===== src/rtl/saber_pkg.sv =====
// Shared constants and FSM state type for the saber centroid block.
package saber_pkg;
    localparam int MAX_H      = 1280;
    localparam int MAX_V      = 720;
    localparam int MIN_PIXELS = 16;
    localparam int SUM_W      = 32;
    localparam int CNT_W      = 20;

    typedef enum logic [1:0] {IDLE, DIVIDE, DONE} centroid_state_t;
endpackage


===== src/rtl/seq_divider.sv =====
// Restoring unsigned divider: one quotient bit per cycle, SUM_W cycles per result.
module seq_divider #(
    parameter int SUM_W = 32,
    parameter int CNT_W = 20
) (
    input  logic             clk_in,
    input  logic             rst_in,
    input  logic             start_in,
    input  logic [SUM_W-1:0] dividend_in,
    input  logic [CNT_W-1:0] divisor_in,
    output logic [SUM_W-1:0] quotient_out,
    output logic             done_out
);
    localparam int IW = $clog2(SUM_W);

    logic [SUM_W-1:0] quo;
    logic [CNT_W:0]   rem;
    logic [CNT_W-1:0] dvs;
    logic [IW-1:0]    iter;
    logic             running;
    logic [CNT_W:0]   rem_sh;
    logic             fits;

    // Divisor 0 simply yields all-ones; the caller never uses that result.
    always_comb begin
        rem_sh = {rem[CNT_W-1:0], quo[SUM_W-1]};
        fits   = rem_sh >= {1'b0, dvs};
    end

    always_ff @(posedge clk_in) begin
        if (rst_in) begin
            quo      <= '0;
            rem      <= '0;
            dvs      <= '0;
            iter     <= '0;
            running  <= 1'b0;
            done_out <= 1'b0;
        end else begin
            done_out <= 1'b0;
            if (start_in) begin
                quo     <= dividend_in;
                rem     <= '0;
                dvs     <= divisor_in;
                iter    <= '0;
                running <= 1'b1;
            end else if (running) begin
                rem  <= fits ? rem_sh - {1'b0, dvs} : rem_sh;
                quo  <= {quo[SUM_W-2:0], fits};
                iter <= iter + 1'b1;
                if (iter == IW'(SUM_W - 1)) begin
                    running  <= 1'b0;
                    done_out <= 1'b1;
                end
            end
        end
    end

    assign quotient_out = quo;
endmodule


===== src/rtl/saber_centroid.sv =====
// Per-frame centroid of masked pixels; sums snapshot on nf_in, then two sequential dividers.
module saber_centroid
    import saber_pkg::*;
#(
    parameter int MAX_H      = saber_pkg::MAX_H,
    parameter int MAX_V      = saber_pkg::MAX_V,
    parameter int MIN_PIXELS = saber_pkg::MIN_PIXELS,
    parameter int SUM_W      = saber_pkg::SUM_W,
    parameter int CNT_W      = saber_pkg::CNT_W
) (
    input  logic        clk_in,
    input  logic        rst_in,
    input  logic [10:0] hcount_in,
    input  logic [9:0]  vcount_in,
    input  logic        valid_in,
    input  logic        mask_in,
    input  logic        nf_in,
    output logic [11:0] x_out,
    output logic [10:0] y_out,
    output logic        found_out,
    output logic        valid_out,
    output logic        busy_out,
    output logic        dropped_out
);
    if (longint'(MAX_H) * MAX_V * MAX_H >= (longint'(1) << SUM_W) ||
        longint'(MAX_H) * MAX_V >= (longint'(1) << CNT_W)) begin : g_range_chk
        $error("saber_centroid: accumulator widths too small for the frame size");
    end

    centroid_state_t  state, state_nx;
    logic [SUM_W-1:0] sum_x, sum_y, quo_x, quo_y;
    logic [CNT_W-1:0] count, snap_count;
    logic             pix, start, done_x, done_y;
    logic             unused_quo;

    assign pix        = valid_in && mask_in;
    assign start      = nf_in && (state == IDLE);
    assign busy_out   = (state != IDLE);
    assign unused_quo = ^{quo_x[SUM_W-1:12], quo_y[SUM_W-1:11], done_y};

    // A masked pixel coincident with nf_in opens the new frame.
    always_ff @(posedge clk_in) begin
        if (rst_in) begin
            sum_x <= '0;
            sum_y <= '0;
            count <= '0;
        end else if (nf_in) begin
            sum_x <= pix ? SUM_W'(hcount_in) : '0;
            sum_y <= pix ? SUM_W'(vcount_in) : '0;
            count <= pix ? CNT_W'(1) : '0;
        end else if (pix) begin
            sum_x <= sum_x + SUM_W'(hcount_in);
            sum_y <= sum_y + SUM_W'(vcount_in);
            count <= count + 1'b1;
        end
    end

    // The dividers' operand registers hold the summed snapshot.
    seq_divider #(.SUM_W(SUM_W), .CNT_W(CNT_W)) u_div_x (
        .clk_in(clk_in), .rst_in(rst_in), .start_in(start),
        .dividend_in(sum_x), .divisor_in(count),
        .quotient_out(quo_x), .done_out(done_x)
    );

    seq_divider #(.SUM_W(SUM_W), .CNT_W(CNT_W)) u_div_y (
        .clk_in(clk_in), .rst_in(rst_in), .start_in(start),
        .dividend_in(sum_y), .divisor_in(count),
        .quotient_out(quo_y), .done_out(done_y)
    );

    always_ff @(posedge clk_in) begin
        if (rst_in) state <= IDLE;
        else        state <= state_nx;
    end

    always_comb begin
        state_nx = state;
        case (state)
            IDLE:    if (nf_in)  state_nx = DIVIDE;
            DIVIDE:  if (done_x) state_nx = DONE;
            DONE:    state_nx = IDLE;
            default: state_nx = IDLE;
        endcase
    end

    always_ff @(posedge clk_in) begin
        if (rst_in) begin
            snap_count  <= '0;
            x_out       <= '0;
            y_out       <= '0;
            found_out   <= 1'b0;
            valid_out   <= 1'b0;
            dropped_out <= 1'b0;
        end else begin
            valid_out   <= (state == DONE);
            dropped_out <= nf_in && (state != IDLE);
            if (start) snap_count <= count;
            if (state == DONE) begin
                found_out <= (snap_count >= CNT_W'(MIN_PIXELS));
                if (snap_count >= CNT_W'(MIN_PIXELS)) begin
                    x_out <= quo_x[11:0];
                    y_out <= quo_y[10:0];
                end
            end
        end
    end
endmodule


===== config.mk =====
export PLATFORM = sky130hd
export DESIGN_NAME = saber_centroid
export DESIGN_NICKNAME = d
export VERILOG_FILES = /design/src/rtl/saber_pkg.sv /design/src/rtl/seq_divider.sv /design/src/rtl/saber_centroid.sv
export SDC_FILE = /design/constraint.sdc
export NUM_CORES = 1
export LEC_CHECK = 0
export ABC_AREA = 0
export BUFFER_PORTS_ARGS = -buffer_cell sky130_fd_sc_hd__buf_2
export CORE_MARGIN = 2
export CORE_UTILIZATION = 25
export DETAILED_ROUTE_END_ITERATION = 10
export HOLD_SLACK_MARGIN = 0.12
export SLEW_MARGIN = 25
export SYNTH_ARGS = -nofsm -noshare
export SYNTH_HDL_FRONTEND = slang
export SYNTH_SLANG_ARGS = --single-unit

===== constraint.sdc =====
create_clock -name clk_in -period 3.3 [get_ports clk_in]
set_input_delay 0.495 -clock clk_in [delete_from_list [all_inputs] [get_ports clk_in]]
set_output_delay 0.495 -clock clk_in [all_outputs]
set_load 0.005 [all_outputs]

### After elaboration in Yosys (flattened, before gate mapping)

Cells that the tools add are included.

| operators by class | value |
|---|---|
| reduce and logical (&&, ||, !) cells | 12 |
| div/mod/pow operators | 0 |
| bitwise operators | 1 |
| $lt $le $gt $ge | 3 |
| multiply operators | 0 |
| eq/ne operators | 6 |
| shift-type cells | 0 |
| add/subtract/negate cells | 7 |
| mux-type cells | 25 |

Operators by type and width:

| operator | number |
|---|---|
| two-way mux 32 bit | 8 |
| two-way mux 20 bit | 4 |
| >= comparator 21 x 20 -> 1 bit | 2 |
| subtractor 20 bit | 2 |
| adder 32 x 10 -> 32 bit | 1 |
| adder 32 x 11 -> 32 bit | 1 |
| adder 20 x 1 -> 20 bit (second input constant) | 1 |
| >= comparator 20 x 5 -> 1 bit (second input constant) | 1 |
| two-way mux 11 bit | 1 |
| adder 5 x 1 -> 5 bit (second input constant) | 2 |
| == test 5 bit (second input constant) | 2 |
| two-way mux 10 bit | 1 |
| two-way mux 1 bit | 8 |
| nonzero test 2 bit | 4 |
| two-way mux 2 bit | 2 |
| case mux 2 bit (2 select lines) | 1 |
| AND reduction 2 bit | 2 |
| logical AND 1 bit | 3 |
| OR reduction 3 bit | 1 |
| == test 2 x 1 -> 1 bit (second input constant) | 1 |
| == test 2 bit (second input constant) | 1 |
| zero test 2 bit | 1 |
| inequality test 2 x 1 -> 1 bit (second input constant) | 1 |
| inequality test 2 bit (second input constant) | 1 |
| 2 further kinds | 2 |

| storage, ports and cells | value |
|---|---|
| RAM bits | 0 |
| flip-flop bits (word level) | 249 |
| input bits | 26 |
| output and inout bits | 27 |
| bits in read-only memories | 0 |
| word-level logic and storage cells | 73 |
| memories kept | 0 |
| bits in latches | 0 |

### Logic depth before layout (Yosys ltp)

| depth | value |
|---|---|
| depth after elaboration | 4 |
| depth in mapped cells | 13 |
| mapped depth without buffers | 12 |

### Cells and area by module

Synthesis repeated with hierarchy kept, for this count alone.

| second synthesis, totals | value |
|---|---|
| cell total of the unflattened synthesis | 1875 |
| area total of the unflattened synthesis | 15243.4 um2 |

By module, submodules not included:

| module | times used | cells each | area an instance (um2) | sequential area each (um2) |
|---|---|---|---|---|
| seq_divider | 2 | 560 | 4466.8 | 1581.5 |
| saber_centroid | 1 | 755 | 6309.8 | 2562.5 |

### Worst setup path after synthesis

Ideal clock, no wire load.

| timing | value |
|---|---|
| path type | input to register |
| start point | input port hcount_in[0] |
| end point | register sum_x[26] |
| cell stages on the path | 11 |
| path buffers | 1 |
| arrival | 2.576 ns |
| path slack | 0.597 ns |
| data required time | 3.172 ns |
| library setup time | 0.128 ns |
| cell sequence | ha_1 -> fa_1 -> a21o_1 -> a21oi_1 -> o21ai_0 -> a31o_2 -> a21oi_1 -> buf_2 -> nor4_1 -> xnor2_1 -> nor2_1 |

| on the way | value |
|---|---|
| cells in the longest elaborated chain, start to end | 3 |

Ends and longest elaborated chain:

| element | RTL line | text |
|---|---|---|
| start: declaration | saber_centroid.sv:13 | `input logic [10:0] hcount_in,` |
| adder 32 x 11 -> 32 bit | saber_centroid.sv:52 | `sum_x <= sum_x + SUM_W'(hcount_in);` |
| two-way mux 32 bit | saber_centroid.sv:51 | `end else if (pix) begin` |
| two-way mux 32 bit | saber_centroid.sv:47 | `end else if (nf_in) begin` |
| end signal: assignment | saber_centroid.sv:48 | `sum_x <= pix ? SUM_W'(hcount_in) : '0;` |
| end signal: assignment | saber_centroid.sv:52 |  |
| end: declaration | saber_centroid.sv:31 | `logic [SUM_W-1:0] sum_x, sum_y, quo_x, quo_y;` |

Every way passes these cells. The select of a mux whose other input is x is not followed.
A chain may end at the register's enable or synchronous reset.

### Worst setup path in the final report

| timing | value |
|---|---|
| start point | register u_div_x.dvs[0] |
| end point | register u_div_x.rem[18] |

| on the way | value |
|---|---|
| cells in the longest elaborated chain, start to end | 2 |
| elaborated cells on any way between the ends | 3 |
| classes of those cells | add/sub: 1; order compare: 1; mux: 1 |

Ends and longest elaborated chain:

| element | RTL line | text |
|---|---|---|
| start: declaration | seq_divider.sv:18 | `logic [CNT_W-1:0] dvs;` |
| start signal: assignment | seq_divider.sv:43 | `dvs <= divisor_in;` |
| subtractor 20 bit or >= comparator 21 x 20 -> 1 bit (tied branches) | seq_divider.sv:47, seq_divider.sv:27 |  |
| two-way mux 20 bit * | seq_divider.sv:47 | `rem <= fits ? rem_sh - {1'b0, dvs} : rem_sh;` |
| end signal: assignment | seq_divider.sv:47 |  |
| end: declaration | seq_divider.sv:17 | `logic [CNT_W:0] rem;` |

Mark *: on every way between the ends. The rest lies on a longest branch, timed or not.

==> results.ini <==
[status]
run_status = finished clean

[die]
die_w_um = 236.1
num_rows = 85
pin_count = 53
fp.dieH_um = 236.1
die_area_um2 = 55750
start_util = 0.2518
fp.coreArea_um2 = 53500

[pwr]
powerDensity_nw_per_um2 = 524.4
total_power_mw = 8.076
leakage_nw = 5.809
ir_drop_uv = 398.2

[global_route]
antenna_found_initial = 1
grt_max_degree = 93
grt_pass1_vias = 10830
grt.overflow.total = 0
grt_pass1_wl_mm = 54.90
grt_usage = 0.1160

[timing]
setup_viol = 0
period_needed_ps = 2901
maxSlewViolCount = 0
clock.fmax_ghz = 0.3447
finalCritPeriodShare = 0.8790
timing.setup.tns_ps = 0
final.setup_skew_ps = 12.96
tightest_slew_ps = 977.4
hold_viol = 0
rsz0062_at_grt = no
finalWorstSetupSlack_ps = 399.3
relSlewSlack = 0.3484

[final_layout]
final_cell_mix = 247 x dfxtp_1, 220 x nor2_1, 137 x nand2_1
layout-drive-gt1-share = 0.09337
layout.nets = 1703
antenna_cells = 0
final_common_cell = dfxtp_1
area_growth_pct = 14.34

[clock_tree]
clk_latency_ps = 550
cts-buffers-inserted = 28
clock_sinks = 249
clock-root-buffer = clkbuf_16
cts_buffer_depth = 3
htreeDepth = 1
clkTransAtPathRegs_ps = 60
cts_tree = yes
cts_setup_buffers = 0
cts_resized = 0
holdBufCountCts = 0

[yosys]
netlist.top_cell.by_area = dfxtp_1
ys_types = 76
ys.flop_type = dfxtp_1
synth_top_area_frac = 0.3701
yosysSeqAreaShare = 0.3701
synth_area_leaders = dfxtp_1 37%, mux2i_1 8.6%, nor2_1 6.2%
synthesis.nets = 1689
ys.warnings.count = 0
syn_area_per_cell_um2 = 8.455
ys_ff_latch = 249
synth_edf_count = 0
async_flop_share = 0
syn_inst = 1593
netlist_area_um2 = 13470

[critical_path]
startpoint_type = register
r2r-start = u_div_x.dvs[0]
critPathArrivalTime_ps = 3380
r2r-end = u_div_x.rem[18]
r2r_cells = 12
critPathMaxFanout = 3
endpoint = u_div_x.rem[18]
worst_setup_path_end_kind = register
crit_type = register to register
critPathLaunch = u_div_x.dvs[0]
worstPathRequired_ps = 3780
r2r_slack_ps = 400

[route]
first_pass_iters = 5
wl_mm = 32.89
via_per_inst = 4.860
postRouteAntennaNets = 0
num_vias = 11300
drcViolationCount = 0
detail_route.wl_per_cell_um = 14.15
drt_iter0_drc = 676

[placement]
preCtsSetupSlack_ps = 278.1
numPortBuffers = 52
dp_hpwl_mm = 23.10
gp_congestion = 0.8486

[flow_run]
cap_violations = 0

[worst_hold_path]
hold_class = input pin to register

==> worst max-delay path: stages, from the launching register on <==
cell,delay (ps)
dfxtp_1,380
ha_1,180
inv_1,50
fa_1,400
a21oi_1,210
o2111ai_1,240
o21ai_0,350
buf_4,190
a21oi_1,100
mux2i_1,130
a211oi_1,340
nand2_1,100
a31oi_1,160
==> layer usage <==
layer / vias to the layer above / share of wire / track usage
met2: 208 / 0.46 / 0.1926
met4: 0 / 0.027 / 0.03667
met1: 5322 / 0.48 / 0.1559
met3: 50 / 0.036 / 0.01451
li1: 5715 / - / -
met5: - / 0 / 0
==> cell families after synthesis <==
logic type	synth area share
compound gates	0.1822
xor+xnor	0.06828
fa+ha+maj	0.06726
buf+inv	0.04338
flops	0.3701
mux	0.08704
simple gates	0.1818
==> state kept, by name, summed over array words and instances (netlist names) <==
register              cells
u_div_x.iter              5
u_div_x.dvs              20
dropped_out               1
u_div_y.running           1
found_out                 1
u_div_x.quotient_out     32
u_div_y.quotient_out     32
u_div_y.iter              5
sum_x                    32
u_div_x.running           1
count                    20
u_div_y.rem              20
u_div_x.rem              20
state                     2
sum_y                    32
valid_out                 1
y_out                    11
x_out                    12
u_div_x.done_out          1
==> report_power, final <==
part	total, mW	switching [mW]	internal, mW
combinational	1.63	0.920	0.705
clock	3.21	1.28	1.93
sequential	3.24	0.119	3.12
==> Yosys cell counts, drive strengths merged (7+ instances only) <==
| master | number |
|---|---|
| inv | 48 |
| ha | 66 |
| or3 | 11 |
| nand2b | 11 |
| nor3b | 9 |
| o21ai | 60 |
| nand2 | 138 |
| and3 | 15 |
| o21a | 7 |
| nor3 | 33 |
| buf | 13 |
| a211oi | 80 |
| xnor2 | 64 |
| nand3 | 39 |
| mux2i | 116 |
| o2111ai | 8 |
| nor2 | 222 |
| clkbuf | 81 |
| nor4 | 11 |
| dfxtp | 249 |
| a21oi | 116 |
| a21o | 17 |
| nand4 | 22 |
| a31oi | 25 |
| xor2 | 41 |
==> final cells by class <==
class	instances	area, µm²
flip-flops and latches	249	4990
inverters	48	180.2
multi-input cells	1202	7930
well taps	696	870.8
clock inverters	12	157.7
fillers	5696	38090
clock buffers	39	802.0
repair buffers	78	470.5
==> worst min path at each step <==
stage,start,endpoint,cells past startpoint
4_1_cts,rst_in,u_div_x.dvs[6],2
2_1_floorplan,u_div_x.done_out,state[1],2
3_3_place_gp,u_div_x.dvs[1],u_div_x.dvs[1],2
5_1_grt,rst_in,u_div_x.dvs[4],2
3_5_place_dp,u_div_x.dvs[2],u_div_x.dvs[2],2
6_report,rst_in,u_div_x.dvs[6],2
==> stage by stage <==
step	hold slack [ps]	utilization	std cells	area (µm²)
floorplan	423.3	-	1593	13470
global placement	447.9	0.2700	2273	14440
detailed placement	453.5	0.2700	2273	14440
CTS	143.5	0.2879	2324	15400
global route	165.4	0.2879	2324	15400
finish	170.1	0.2879	2324	15400
Note: power is estimated with default switching activity, not from simulation.
